File: src/rtl/fifo_pkg.sv
// Shared FIFO constants and the pointer-width helper used by the single-clock
// and dual-clock FIFOs.
package fifo_pkg;

    localparam int FIFO_MODE_STD  = 0;
    localparam int FIFO_MODE_FWFT = 1;

    localparam int DEF_WIDTH = 8;
    localparam int DEF_DEPTH = 16;

    // One extra bit beyond the address distinguishes full from empty.
    function automatic int ptr_width(input int depth);
        return $clog2(depth) + 1;
    endfunction

endpackage

File: src/rtl/sync_fifo_param_if.sv
// Producer/consumer bundle of sync_fifo_param: the master drives requests,
// the slave (the FIFO) returns data, occupancy and status.
interface sync_fifo_param_if
    import fifo_pkg::*;
#(
    parameter int WIDTH = DEF_WIDTH,
    parameter int DEPTH = DEF_DEPTH
);
    localparam int CW = ptr_width(DEPTH);

    logic             flush;
    logic             wr_en;
    logic [WIDTH-1:0] data_in;
    logic             rd_en;
    logic [WIDTH-1:0] data_out;
    logic             full;
    logic             empty;
    logic             almost_full;
    logic             almost_empty;
    logic [CW-1:0]    count;
    logic             overflow;
    logic             underflow;

    modport master (
        output flush, wr_en, data_in, rd_en,
        input  data_out, full, empty, almost_full, almost_empty,
               count, overflow, underflow
    );

    modport slave (
        input  flush, wr_en, data_in, rd_en,
        output data_out, full, empty, almost_full, almost_empty,
               count, overflow, underflow
    );

endinterface

File: src/rtl/fifo_mem_dp.sv
// FIFO storage: one synchronous write port and one combinational read port,
// so the parent can present the head word without a read cycle.
module fifo_mem_dp #(
    parameter int WIDTH = 8,
    parameter int DEPTH = 16,
    parameter int AW    = $clog2(DEPTH)
) (
    input  logic             clk,
    input  logic             i_we,
    input  logic [AW-1:0]    i_waddr,
    input  logic [WIDTH-1:0] i_wdata,
    input  logic [AW-1:0]    i_raddr,
    output logic [WIDTH-1:0] o_rdata
);

    logic [WIDTH-1:0] r_mem [DEPTH];

    always_ff @(posedge clk) begin
        if (i_we) begin
            r_mem[i_waddr] <= i_wdata;
        end
    end

    assign o_rdata = r_mem[i_raddr];

endmodule

File: src/rtl/sync_fifo_param.sv
// Single-clock FIFO with exact occupancy, programmable almost flags, sticky
// overflow/underflow, synchronous flush and standard or FWFT read mode.
module sync_fifo_param
    import fifo_pkg::*;
#(
    parameter int WIDTH    = DEF_WIDTH,
    parameter int DEPTH    = DEF_DEPTH,
    parameter int AF_LEVEL = DEPTH - 2,
    parameter int AE_LEVEL = 2,
    parameter int FWFT     = FIFO_MODE_STD
) (
    input  logic             clk,
    input  logic             reset,
    sync_fifo_param_if.slave bus
);

    localparam int PW = ptr_width(DEPTH);
    localparam int AW = PW - 1;

    logic [PW-1:0]    r_wr_ptr, r_rd_ptr, r_count;
    logic [PW-1:0]    w_wr_ptr_next, w_rd_ptr_next, w_count_next;
    logic             r_full, r_empty, r_almost_full, r_almost_empty;
    logic             r_overflow, r_underflow;
    logic [WIDTH-1:0] r_data;
    logic [WIDTH-1:0] w_head;
    logic             w_wr_acc, w_rd_acc;

    // Acceptance uses the registered flags, so a simultaneous read never
    // frees room for a write in the same cycle (and vice versa).
    assign w_wr_acc = bus.wr_en && !r_full  && !bus.flush;
    assign w_rd_acc = bus.rd_en && !r_empty && !bus.flush;

    always_comb begin
        w_wr_ptr_next = r_wr_ptr;
        w_rd_ptr_next = r_rd_ptr;
        if (bus.flush) begin
            w_wr_ptr_next = '0;
            w_rd_ptr_next = '0;
        end else begin
            if (w_wr_acc) w_wr_ptr_next = r_wr_ptr + PW'(1);
            if (w_rd_acc) w_rd_ptr_next = r_rd_ptr + PW'(1);
        end
        w_count_next = w_wr_ptr_next - w_rd_ptr_next;
    end

    always_ff @(posedge clk or posedge reset) begin
        if (reset) begin
            r_wr_ptr       <= '0;
            r_rd_ptr       <= '0;
            r_count        <= '0;
            r_full         <= 1'b0;
            r_empty        <= 1'b1;
            r_almost_full  <= 1'b0;
            r_almost_empty <= 1'b1;
        end else begin
            r_wr_ptr       <= w_wr_ptr_next;
            r_rd_ptr       <= w_rd_ptr_next;
            r_count        <= w_count_next;
            r_full         <= (w_count_next == PW'(DEPTH));
            r_empty        <= (w_count_next == '0);
            r_almost_full  <= (w_count_next >= PW'(AF_LEVEL));
            r_almost_empty <= (w_count_next <= PW'(AE_LEVEL));
        end
    end

    always_ff @(posedge clk or posedge reset) begin
        if (reset) begin
            r_overflow  <= 1'b0;
            r_underflow <= 1'b0;
        end else if (bus.flush) begin
            r_overflow  <= 1'b0;
            r_underflow <= 1'b0;
        end else begin
            if (bus.wr_en && r_full)  r_overflow  <= 1'b1;
            if (bus.rd_en && r_empty) r_underflow <= 1'b1;
        end
    end

    // Holds the most recently popped word; flush leaves it untouched.
    always_ff @(posedge clk or posedge reset) begin
        if (reset) begin
            r_data <= '0;
        end else if (w_rd_acc) begin
            r_data <= w_head;
        end
    end

    fifo_mem_dp #(
        .WIDTH (WIDTH),
        .DEPTH (DEPTH),
        .AW    (AW)
    ) u_mem (
        .clk     (clk),
        .i_we    (w_wr_acc),
        .i_waddr (r_wr_ptr[AW-1:0]),
        .i_wdata (bus.data_in),
        .i_raddr (r_rd_ptr[AW-1:0]),
        .o_rdata (w_head)
    );

    generate
        if (FWFT == FIFO_MODE_FWFT) begin : g_fwft
            assign bus.data_out = r_empty ? r_data : w_head;
        end else begin : g_std
            assign bus.data_out = r_data;
        end
    endgenerate

    assign bus.count        = r_count;
    assign bus.full         = r_full;
    assign bus.empty        = r_empty;
    assign bus.almost_full  = r_almost_full;
    assign bus.almost_empty = r_almost_empty;
    assign bus.overflow     = r_overflow;
    assign bus.underflow    = r_underflow;

endmodule

File: src/flat_wrapper.sv
// flat-port wrapper written by rule: the top's interface ports become plain ports
module sync_fifo_param_flat import fifo_pkg::*;
#(
    parameter int WIDTH    = DEF_WIDTH,
    parameter int DEPTH    = DEF_DEPTH,
    parameter int AF_LEVEL = DEPTH - 2,
    parameter int AE_LEVEL = 2,
    parameter int FWFT     = FIFO_MODE_STD
)
  (clk, reset, bus_flush, bus_wr_en, bus_data_in, bus_rd_en, bus_data_out, bus_full, bus_empty, bus_almost_full, bus_almost_empty, bus_count, bus_overflow, bus_underflow);
  sync_fifo_param_if #(.WIDTH(WIDTH), .DEPTH(DEPTH)) bus_i ();
  input  logic clk;
  input  logic reset;
  input wire logic [$bits(bus_i.flush)-1:0] bus_flush;
  input wire logic [$bits(bus_i.wr_en)-1:0] bus_wr_en;
  input wire logic [$bits(bus_i.data_in)-1:0] bus_data_in;
  input wire logic [$bits(bus_i.rd_en)-1:0] bus_rd_en;
  output wire logic [$bits(bus_i.data_out)-1:0] bus_data_out;
  output wire logic [$bits(bus_i.full)-1:0] bus_full;
  output wire logic [$bits(bus_i.empty)-1:0] bus_empty;
  output wire logic [$bits(bus_i.almost_full)-1:0] bus_almost_full;
  output wire logic [$bits(bus_i.almost_empty)-1:0] bus_almost_empty;
  output wire logic [$bits(bus_i.count)-1:0] bus_count;
  output wire logic [$bits(bus_i.overflow)-1:0] bus_overflow;
  output wire logic [$bits(bus_i.underflow)-1:0] bus_underflow;
  assign bus_i.flush = bus_flush;
  assign bus_i.wr_en = bus_wr_en;
  assign bus_i.data_in = bus_data_in;
  assign bus_i.rd_en = bus_rd_en;
  assign bus_data_out = bus_i.data_out;
  assign bus_full = bus_i.full;
  assign bus_empty = bus_i.empty;
  assign bus_almost_full = bus_i.almost_full;
  assign bus_almost_empty = bus_i.almost_empty;
  assign bus_count = bus_i.count;
  assign bus_overflow = bus_i.overflow;
  assign bus_underflow = bus_i.underflow;
  sync_fifo_param #(.WIDTH(WIDTH), .DEPTH(DEPTH), .AF_LEVEL(AF_LEVEL), .AE_LEVEL(AE_LEVEL), .FWFT(FWFT)) u_core (.clk(clk), .reset(reset), .bus(bus_i));
endmodule
File: config.mk
export PLATFORM = sky130hd
export DESIGN_NAME = sync_fifo_param_flat
export DESIGN_NICKNAME = d
export VERILOG_FILES = /design/src/rtl/fifo_pkg.sv /design/src/rtl/sync_fifo_param_if.sv /design/src/rtl/fifo_mem_dp.sv /design/src/rtl/sync_fifo_param.sv /design/src/flat_wrapper.sv
export SDC_FILE = /design/constraint.sdc
export NUM_CORES = 1
export LEC_CHECK = 0
export CAP_MARGIN = 20
export CORE_UTILIZATION = 30
export DETAILED_ROUTE_END_ITERATION = 12
export MAX_ROUTING_LAYER = met4
export PLACE_DENSITY = 0.51
export SKIP_LAST_GASP = 1
export SLEW_MARGIN = 20
export SYNTH_ARGS = -nofsm -noshare
export SYNTH_HDL_FRONTEND = slang
export SYNTH_SLANG_ARGS = --single-unit
export TNS_END_PERCENT = 50
File: constraint.sdc
create_clock -name clk -period 2.85 [get_ports clk]
set_input_delay 0.57 -clock clk [delete_from_list [all_inputs] [get_ports clk]]
set_output_delay 0.57 -clock clk [all_outputs]
set_load 0.01 [all_outputs]
# [After elaboration in Yosys (flattened, before gate mapping)]
# Memories as Yosys holds them, arrays and structs flattened. A register that Yosys moved wholly into a read port is not among the register bits.
# Index checks and enable logic that the tools add are counted.
[classes] addsub=3 mul=0 div_mod_pow=0 order_cmp=2 n_eq_ne=1 shift=0 mux=10 bitwise_logic=0 n_reduce_logical=12
[ops] op="$mux 5" n=4
[ops] op="$add 5x1->5 const B" n=2
[ops] op="$logic_and 1x1->1" n=6
[ops] op="$mux 1" n=6
[ops] op="$eq 5x5->1 const B" n=1
[ops] op="$ge 5x4->1 const B" n=1
[ops] op="$le 5x2->1 const B" n=1
[ops] op="$logic_not 5->1" n=1
[ops] op="$sub 5x5->5" n=1
[ops] op="$reduce_bool 2->1" n=2
[ops] op="$logic_not 1->1" n=3
[word_totals] reg_bits=21 latch_bits=0 mem_bits_rw=128 romBits=0 inputBits=13 output_inout_bits=19 wordCells=38 mem_count=1
[memory_table] name="u_core.u_mem.r_mem" words=16 width=8 read_ports=1 rd_clocked_by_memory_dff=1 wr=1 line_no="fifo_mem_dp.sv:16" source="logic [WIDTH-1:0] r_mem [DEPTH];"

# [Logic depth before layout (Yosys ltp)]
[depth] depth_word=7 ltp_mapped=12 mapped_depth_nobuf=11

# [Modules after synthesis]
# From an unflattened synthesis, not the netlist that was laid out.
[hier_totals] hier_cells=341 hier_area_um2=6389.9
[by_module_without_submodules] module="fifo_mem_dp" instances=1 cells_each=221 area_per_inst_um2=4987.3 seq_area_each_um2=3843.7
[by_module_without_submodules] module="sync_fifo_param" instances=1 cells_each=120 area_per_inst_um2=1402.6 seq_area_each_um2=728.2

# [Least setup slack after synthesis]
# No wires, ideal clock.
[synth_timing] kind="input to register" startpoint="input port bus_wr_en" endpoint="register u_core.r_almost_empty (netlist: u_core.bus.almost_empty)" setup_ns=0.060 t_arrival_ns=2.717 required_ns=2.790 setup_slack_ns=0.073 stages=10 path_buffers=1 cell_sequence="nor2b_1 buf_1 xnor2_1 or2_1 ha_1 fa_1 a2111oi_0 a311o_1 xor2_2 o211a_1"
[synth_between] elab_chain_len=6
[synth_lines] item="start: declaration" line_no="flat_wrapper.sv:15" source="input wire logic [$bits(bus_i.wr_en)-1:0] bus_wr_en;"
[synth_lines] item="$logic_and 1x1->1 (2 in a row)" line_no="sync_fifo_param.sv:30" source="assign w_wr_acc = bus.wr_en && !r_full && !bus.flush;"
[synth_lines] item="$mux 5" line_no="sync_fifo_param.sv:40" source="if (w_wr_acc) w_wr_ptr_next = r_wr_ptr + PW'(1);"
[synth_lines] item="$mux 5" line_no="sync_fifo_param.sv:36" source="if (bus.flush) begin"
[synth_lines] item="$sub 5x5->5" line_no="sync_fifo_param.sv:43" source="w_count_next = w_wr_ptr_next - w_rd_ptr_next;"
[synth_lines] item="$le 5x2->1" line_no="sync_fifo_param.sv:62" source="r_almost_empty <= (w_count_next <= PW'(AE_LEVEL));"
[synth_lines] item="end signal: assignment" line_no="sync_fifo_param.sv:62"
[synth_lines] item="end: declaration" line_no="sync_fifo_param.sv:22" source="logic r_full, r_empty, r_almost_full, r_almost_empty;"
# Every way passes these cells.
# A chain may end at the register's enable or synchronous reset.

# [Worst setup path in the final report]
[layout_timing] startpoint="input port bus_rd_en" endpoint="register u_core.r_almost_empty (netlist: u_core.bus.almost_empty)"
[layout_between] elab_chain_len=6
[layout_lines] item="start: declaration" line_no="flat_wrapper.sv:17" source="input wire logic [$bits(bus_i.rd_en)-1:0] bus_rd_en;"
[layout_lines] item="$logic_and 1x1->1 (2 in a row)" line_no="sync_fifo_param.sv:31" source="assign w_rd_acc = bus.rd_en && !r_empty && !bus.flush;"
[layout_lines] item="$mux 5" line_no="sync_fifo_param.sv:41" source="if (w_rd_acc) w_rd_ptr_next = r_rd_ptr + PW'(1);"
[layout_lines] item="$mux 5" line_no="sync_fifo_param.sv:36"
[layout_lines] item="$sub 5x5->5" line_no="sync_fifo_param.sv:43"
[layout_lines] item="$le 5x2->1" line_no="sync_fifo_param.sv:62"
# Every way passes these cells.

==> flow_summary_export.csv <==
group,metric,value,unit
run_status,outcome,"finished, final reports clean",
cts,h-tree-depth,4,
grt,track_usage,0.1293,
synth,synth.most_common_cell,"edfxtp_1",
synth,synth_nets,359,
synth,ys_ff_latch,157,
cts,clkTransAtPathRegs,0.07,ns
synth,synth_flop_cell,"edfxtp_1",
synth,synth.area.top_cells,"edfxtp_1 58%, dfrtp_1 10%, mux4_1 7.6%",
grt,grt_pass1_vias,3395,
floorplanning,io_pins,32,
route,drt-vias-per-instance,4.586,
pwr,swShare,0.2634,
route,avgRoutedWirePerCell,18.31,um
cells_and_area,diodes,0,
flow_run,maxCapViolCount,0,
sta,maxSlewHeadroom,0.6196,
place,hpwlAfterDp,8.696,mm
sta,hold_viol,0,
floorplanning,die-area,0.02255,mm2
floorplanning,std_cell_rows,53,
route,firstDrtPassIters,4,
cts,clockRootBuffer,"clkbuf_16",
worst_hold_path,hold_depth,2,
pwr,p_int,4.495,mW
place,portBuffers,31,
sta,period_share,0.9438,
route,vias,3210,
worst_hold_path,hold_class,"flip-flop to flip-flop",
sta,finalSetupViolations,0,
synth,synthCells,337,
grt,grt_max_degree,33,
cts,holdBufCountCts,0,
pwr,p_comb_frac,0.196,
sta,rsz0062_at_grt,"false",
setup_path,cp-start-kind,"input pin",
grt,grt_pass1_wl,19.99,mm
setup_path,regToRegSetupSlack,0.31,ns
route,ant_nets,0,
floorplanning,start_util,0.3094,
setup_path,reg2reg_to,"u_core.bus.almost_empty$_DFF_PP1_",
floorplanning,core,0.02129,mm2
cts,clock_latency,0.42,ns
sta,finalMaxSlewViolations,0,
place,routabilityCongestion,0.7937,
worst_hold_path,worstHoldStart,"u_core.bus.overflow$_DFFE_PP0P_",
synth,yosysTopAreaCell,"edfxtp_1",
sta,final.min_clock_period,2.690,ns
pwr,finalPower,6.102,mW
cells_and_area,multiInputGateArea,0.001824,mm2
pwr,powerDensity,761.1,mW/mm2
cts,clockBufferDepth,2,
floorplanning,die_w,150.2,um
cells_and_area,area_delta_synth_final,21.76,%
setup_path,r2r_cells,11,
route,drt_drc_violations_left,0,
cts,cts_buffers,17,
setup_path,critical_path_class,"input pin to flip-flop",
cts,clock-sinks,157,
synth,postSynthAreaPerCell,19.54,um2
setup_path,cp.arrival,3.06,ns
sta,tightest_slew,0.5689,ns
cells_and_area,seqCellArea,0.004573,mm2
route,routed_wl,12.82,mm
synth,synthArstFlopShare,0.1847,
setup_path,cp.required,3.22,ns
synth,ys_types,48,
synth,netlist_area,0.006585,mm2
setup_path,cp-end-kind,"flip-flop",
cells_and_area,drive_gt1_frac,0.2753,
sta,fmax,371.8,MHz
sta,layout_setup_ws,0.1602,ns
synth,yosysSeqAreaShare,0.6943,
pwr,seqPwrFrac,0.445,
setup_path,crit_fanout,5,
worst_hold_path,whs_endpoint,"u_core.bus.overflow$_DFFE_PP0P_",
grt,antenna_found_initial,0,
synth,yosys-top-cells-count,"128 x edfxtp_1, 27 x dfrtp_1, 24 x nor2_1",
cts,cts_tree,"built",
synth,synth-edff-count,128,
cells_and_area,filler_cell_count,1895,
pwr,clkPwrFrac,0.359,
grt,grt_overflow,0,
floorplanning,dieHeight,150.2,um
pwr,irDropWorstVdd,0.0004421,V
sta,tns,0,ns
cells_and_area,fin_cells,700,
pwr,power_leakage,2.843,nW
place,dp_cells,668,
synth,ys_warn_count,0,
pwr,p_switching,1.607,mW
cells_and_area,nets,434,
sta,skew,0.01094,ns
synth,yosysTopAreaCellShare,0.5837,
place,place_ws,-0.4155,ns
setup_path,r2r_start,"u_core.bus.empty$_DFF_PP1_",
route,drt_iter0_drc,239,
-- per-stage QoR --
step / area (um2) / hold WS, ns / util
floorplan: 6585 / 0.5185 / -
global placement: 7403 / 0.4910 / 0.3478
detailed placement: 7403 / 0.4964 / 0.3478
CTS: 7996 / 0.5219 / 0.3757
global route: 8018 / 0.5328 / 0.3767
finish: 8018 / 0.5155 / 0.3767
-- area by class of cell --
cell class	instances	share of cell area
Sequential cell	157	0.5704
Inverter	16	0.007491
Tap cell	275	0.04292
Multi-Input combinational cell	149	0.2275
Clock buffer	17	0.05306
Timing Repair Buffer	71	0.07772
Clock inverter	15	0.02091
-- power groups by stage --
stage | Combinational [mW] | Clock (mW) | Sequential (mW)
after floorplan | 0.692 | 0 | 2.80
after global placement | 1.20 | 0 | 2.76
after detailed placement | 1.20 | 0 | 2.76
after CTS | 1.21 | 2.24 | 2.72
after global routing | 1.30 | 2.33 | 2.73
final | 1.20 | 2.19 | 2.72
-- cell usage in the layout, fill, tap and decap left out, drive strengths merged, types with 2 or more instances in the layout --
master and instances:
buf 40, nor2b 3, clkinv 5, or2 3
mux4 40, nor2 24, edfxtp 128, o21ai 3
xor2 5, nand2b 5, dfstp 2, nand4 2
clkdlybuf4s50 31, inv 25, nand3b 4, o211ai 2
nor3 7, clkbuf 17, mux2 8, xnor2 8
nand2 5, ha 8, a21oi 5, dfrtp 27
-- how the worst max path moves through the flow --
stage | endpoint | slack, ns | startpoint
3_5_place_dp | u_core.bus.almost_full$_DFF_PP0_ | -0.42 | bus_wr_en
3_3_place_gp | u_core.bus.almost_empty$_DFF_PP1_ | -0.39 | bus_rd_en
2_1_floorplan | u_core.bus.almost_empty$_DFF_PP1_ | 0.07 | bus_wr_en
6_report | u_core.bus.almost_empty$_DFF_PP1_ | 0.16 | bus_rd_en
5_1_grt | u_core.bus.full$_DFF_PP0_ | 0.0004 | bus_rd_en
4_1_cts | u_core.bus.almost_full$_DFF_PP0_ | 0.004 | bus_wr_en
-- timing repair --
item / CTS / global route
buffers inserted: 0 / 0
gates resized for setup: 0 / 7
setup endpoints to repair: 0 / 5
-- flip-flops by register name, indices dropped and copies added (netlist names) --
signal	cells
u_core.bus.almost_empty	1
u_core.bus.full	1
u_core.bus.underflow	1
u_core.bus.data_out	8
u_core.bus.overflow	1
u_core.bus.empty	1
u_core.u_mem.r_mem	128
u_core.r_rd_ptr	5
u_core.bus.almost_full	1
u_core.bus.count	5
u_core.r_wr_ptr	5
-- worst max-delay path: stages --
cell	delay [ns]
clkdlybuf4s50_1	0.48
nor2b_1	0.13
buf_4	0.13
nand4_1	0.11
xor2_1	0.15
or2_2	0.29
ha_1	0.30
inv_1	0.07
a2111oi_2	0.20
a311o_1	0.21
xor2_2	0.23
o211a_1	0.18
-- routing by layer --
metal  vias to the layer above  wire length, um  global-route usage
li1                       1487                -                   -
met1                      1658             5948              0.1690
met2                        52             6254              0.1975
met3                        13              426             0.02636
met4                         0              187             0.05152
met5                         -                0                   -
-- cells by family (layout without fill, tap and decap cells) --
logic type / count (synthesis) / after routing / synth area share
compound gates: 19 / 19 / 0.02090
fa+ha+maj: 9 / 9 / 0.01824
buf+inv: 31 / 119 / 0.03192
mux: 49 / 49 / 0.1674
xor+xnor: 13 / 13 / 0.01957
simple gates: 59 / 59 / 0.04769
flops: 157 / 157 / 0.6943
Note: power is estimated with default switching activity, not from simulation.
==> edit, RTL diff (config.mk and constraints unchanged) <==
`DEF_DEPTH`: 16 -> 32.
--- a/src/rtl/fifo_pkg.sv
+++ b/src/rtl/fifo_pkg.sv
@@ -6,7 +6,7 @@
     localparam int FIFO_MODE_FWFT = 1;
 
     localparam int DEF_WIDTH = 8;
-    localparam int DEF_DEPTH = 16;
+    localparam int DEF_DEPTH = 32;
 
     // One extra bit beyond the address distinguishes full from empty.
     function automatic int ptr_width(input int depth);
Interface: changed (resized bus_count); port bits go from 32 to 33. The function was not compared with the original's and may differ.
==> edit against the original RTL <==
Area after synthesis rose by 75%. Sequential cell count up 131. Cell count rose by 83%. Total power up 82%. Wire length increased by 110%. Setup slack got worse by 0.036 ns. Sequential share of layout area is 2.6 points higher. Clock power rose by 100%. Combinational power up 48%. Final area grew 78%. Core utilization grew 0.055 points. Clock skew fell by 0.0012 ns. Register-to-register slack worse by 0.16 ns. Critical endpoint is now u_core.bus.full. Largest cell class unchanged. Largest power group unchanged.
==> edit: results (changes against the original RTL) <==
** Pwr
- The maximum VDD drop was 0.389 mV (-12%).
- The switching share of power is 0.233 (-0.0306).
- The static leakage came to 4.81 nW (+69%).

** Clock tree
- Cts bufs inserted :: 30 (+13)
- Clock root cell :: sky130_fd_sc_hd__clkbuf_16
- H-tree depth reported by CTS :: 1 (-3)
- Skew-Pair Late Insertion Delay :: 0.55 ns (+0.13 ns)
- The maximum clock insertion buffer count was 3 (+1).

** Critical path
- Worst Path Max Fanout :: 3 (-2)
- Reg2Reg Capture Point :: u_core.bus.full
- Cell with the largest stage delay on the worst path :: sky130_fd_sc_hd__or4b_4
- R2r setup slk :: 0.15 ns (-0.16 ns)
- Arrival time reported for the critical path endpoint :: 3.20 ns (+0.14 ns)
- The delay contributed by the slowest stage of the critical path was 0.59 ns (+0.11 ns).

** Outcome
- Result of the run :: complete, no violations

** Layout
- Register with the highest flop count :: u_core.u_mem.r_mem
- Post-layout net count :: 769 (+77%)
- The proportion of layout cells with a drive suffix above 1 is 0.272 (-0.00351).
- The number of flip-flops under the largest register name is 256 (+100%).
- The number of inserted filler cells in the final layout came to 3435 (+81%).

** Global routing
- Fraction of met1 tracks used by global routing :: 0.183 (+0.0141)
- Met2 usage in global routing :: 0.230 (+0.0329)
- The number of global-route vias before repair was 6488 (+91%).
- Global-route wire length before repair :: 39700 um (+99%)
- The largest net degree at the start of global routing is 51 (+55%).
- GR met3 Demand/Resource :: 0.0233 (-0.00303)
- Overall track demand over capacity in global routing :: 0.142 (+0.0125)

** Placed design
- Port-buffer cells :: 32 (+3.2%)
- Routability Congestion :: 0.829 (+4.5%)
- The half-perimeter wire length of the detailed placement result came to 16800 um (+93%).
- The instance area after placement is 13000 um2 (+76%).
- Post-placement worst setup slack :: -0.573 ns (-0.158 ns)

** Logic synthesis
- By count the netlist is led by sky130_fd_sc_hd__edfxtp_1 (256), sky130_fd_sc_hd__mux4_2 (49), sky130_fd_sc_hd__nor2_1 (49), sky130_fd_sc_hd__mux2i_1 (41), sky130_fd_sc_hd__dfrtp_1 (30).
- The distinct cell type count after synthesis is 47 (-2.1%).
- The portion of the post-synthesis area used by sequential elements came to 0.737 (+0.0430).
- The count of flip-flops with a built-in enable after synthesis came to 256 (+100%).

** Detailed routing
- The detailed-route via count is 6056 (+89%).
- DRC violation total after the first TritonRoute iteration :: 475 (+99%)

** Timing
- Clock skew after layout :: 0.00970 ns (-0.00124 ns)
- Final worst slack :: 0.124 ns (-0.0363 ns)
- Rel. slew slack :: 0.596 (-0.0234)

** Worst hold path
- Class of the tightest hold or removal check :: in -> async
## edit: critical path, delay by kind of cell
family | cells | cell delay (ns)
adders and majority gates | 1 | 0.27
buffers and inverters | 2 | 0.65
and+or+nand+nor | 8 | 1.37
AOI/OAI and AO/OA | 2 | 0.33
## edit: worst max-delay path by stage
| stage | from | end | depth (start not counted) |
|---|---|---|---|
| 2_1_floorplan | u_core.r_rd_ptr[2] | u_core.bus.full | 11 |
| 3_3_place_gp | bus_rd_en | u_core.bus.full | 13 |
| 3_5_place_dp | bus_rd_en | u_core.bus.full | 13 |
| 4_1_cts | bus_rd_en | u_core.bus.full | 11 |
| 5_1_grt | bus_wr_en | u_core.bus.full | 13 |
| 6_report | bus_wr_en | u_core.bus.full | 13 |
## edit: timing repair
item | 4_1_cts | 5_1_grt
pin swaps | 0 | 7
hold buffers | 0 | 0
endpoints found under the setup margin | 1 | 5
gates resized for setup | 1 | 9
setup buffers | 0 | 1
## edit: logic make-up after synthesis
logic type	Yosys count	synth area share
and+or+nand+nor	119	0.0507
muxes	92	0.133
buffers and inverters	46	0.0174
AOI/OAI and AO/OA	63	0.0402
DFF	288	0.737
adders and majority gates	11	0.0126
xor gates and xnor gates	11	0.00837
## edit: power by group through the flow
stage                     logic [mW]  registers, mW  clock network [mW]
after detailed placement        1.75           4.94                   0
after global placement          1.72           4.94                   0
after global routing            1.92           4.86                4.69
after floorplan                0.987           4.96                   0
final                           1.78           4.85                4.47
after CTS                       1.76           4.85                4.54
## edit: stage by stage
stage / hold slack (ns) / cells / total power, mW
after CTS: 0.441 / 1279 / 11.2
final: 0.431 / 1280 / 11.1
after floorplan: 0.462 / 630 / 5.95
after detailed placement: 0.496 / 1223 / 6.69
after global placement: 0.485 / 1223 / 6.66
after global routing: 0.466 / 1280 / 11.5
## edit: per-layer routing
metal / up-vias / part of all wire
li1: 2726 / -
met1: 3155 / 0.45
met2: 120 / 0.49
met3: 55 / 0.039
met4: 0 / 0.028
met5: - / 0
## edit: area by class of cell
type / instances / area (um2) / area share
Clock buffer: 36 / 825 / 0.0579
Inverter: 14 / 52.6 / 0.00369
Multi-Input combinational cell: 296 / 2910 / 0.204
Clock inverter: 20 / 324 / 0.0228
Timing Repair Buffer: 115 / 993 / 0.0698
Sequential cell: 288 / 8500 / 0.597
Tap cell: 511 / 639 / 0.0449
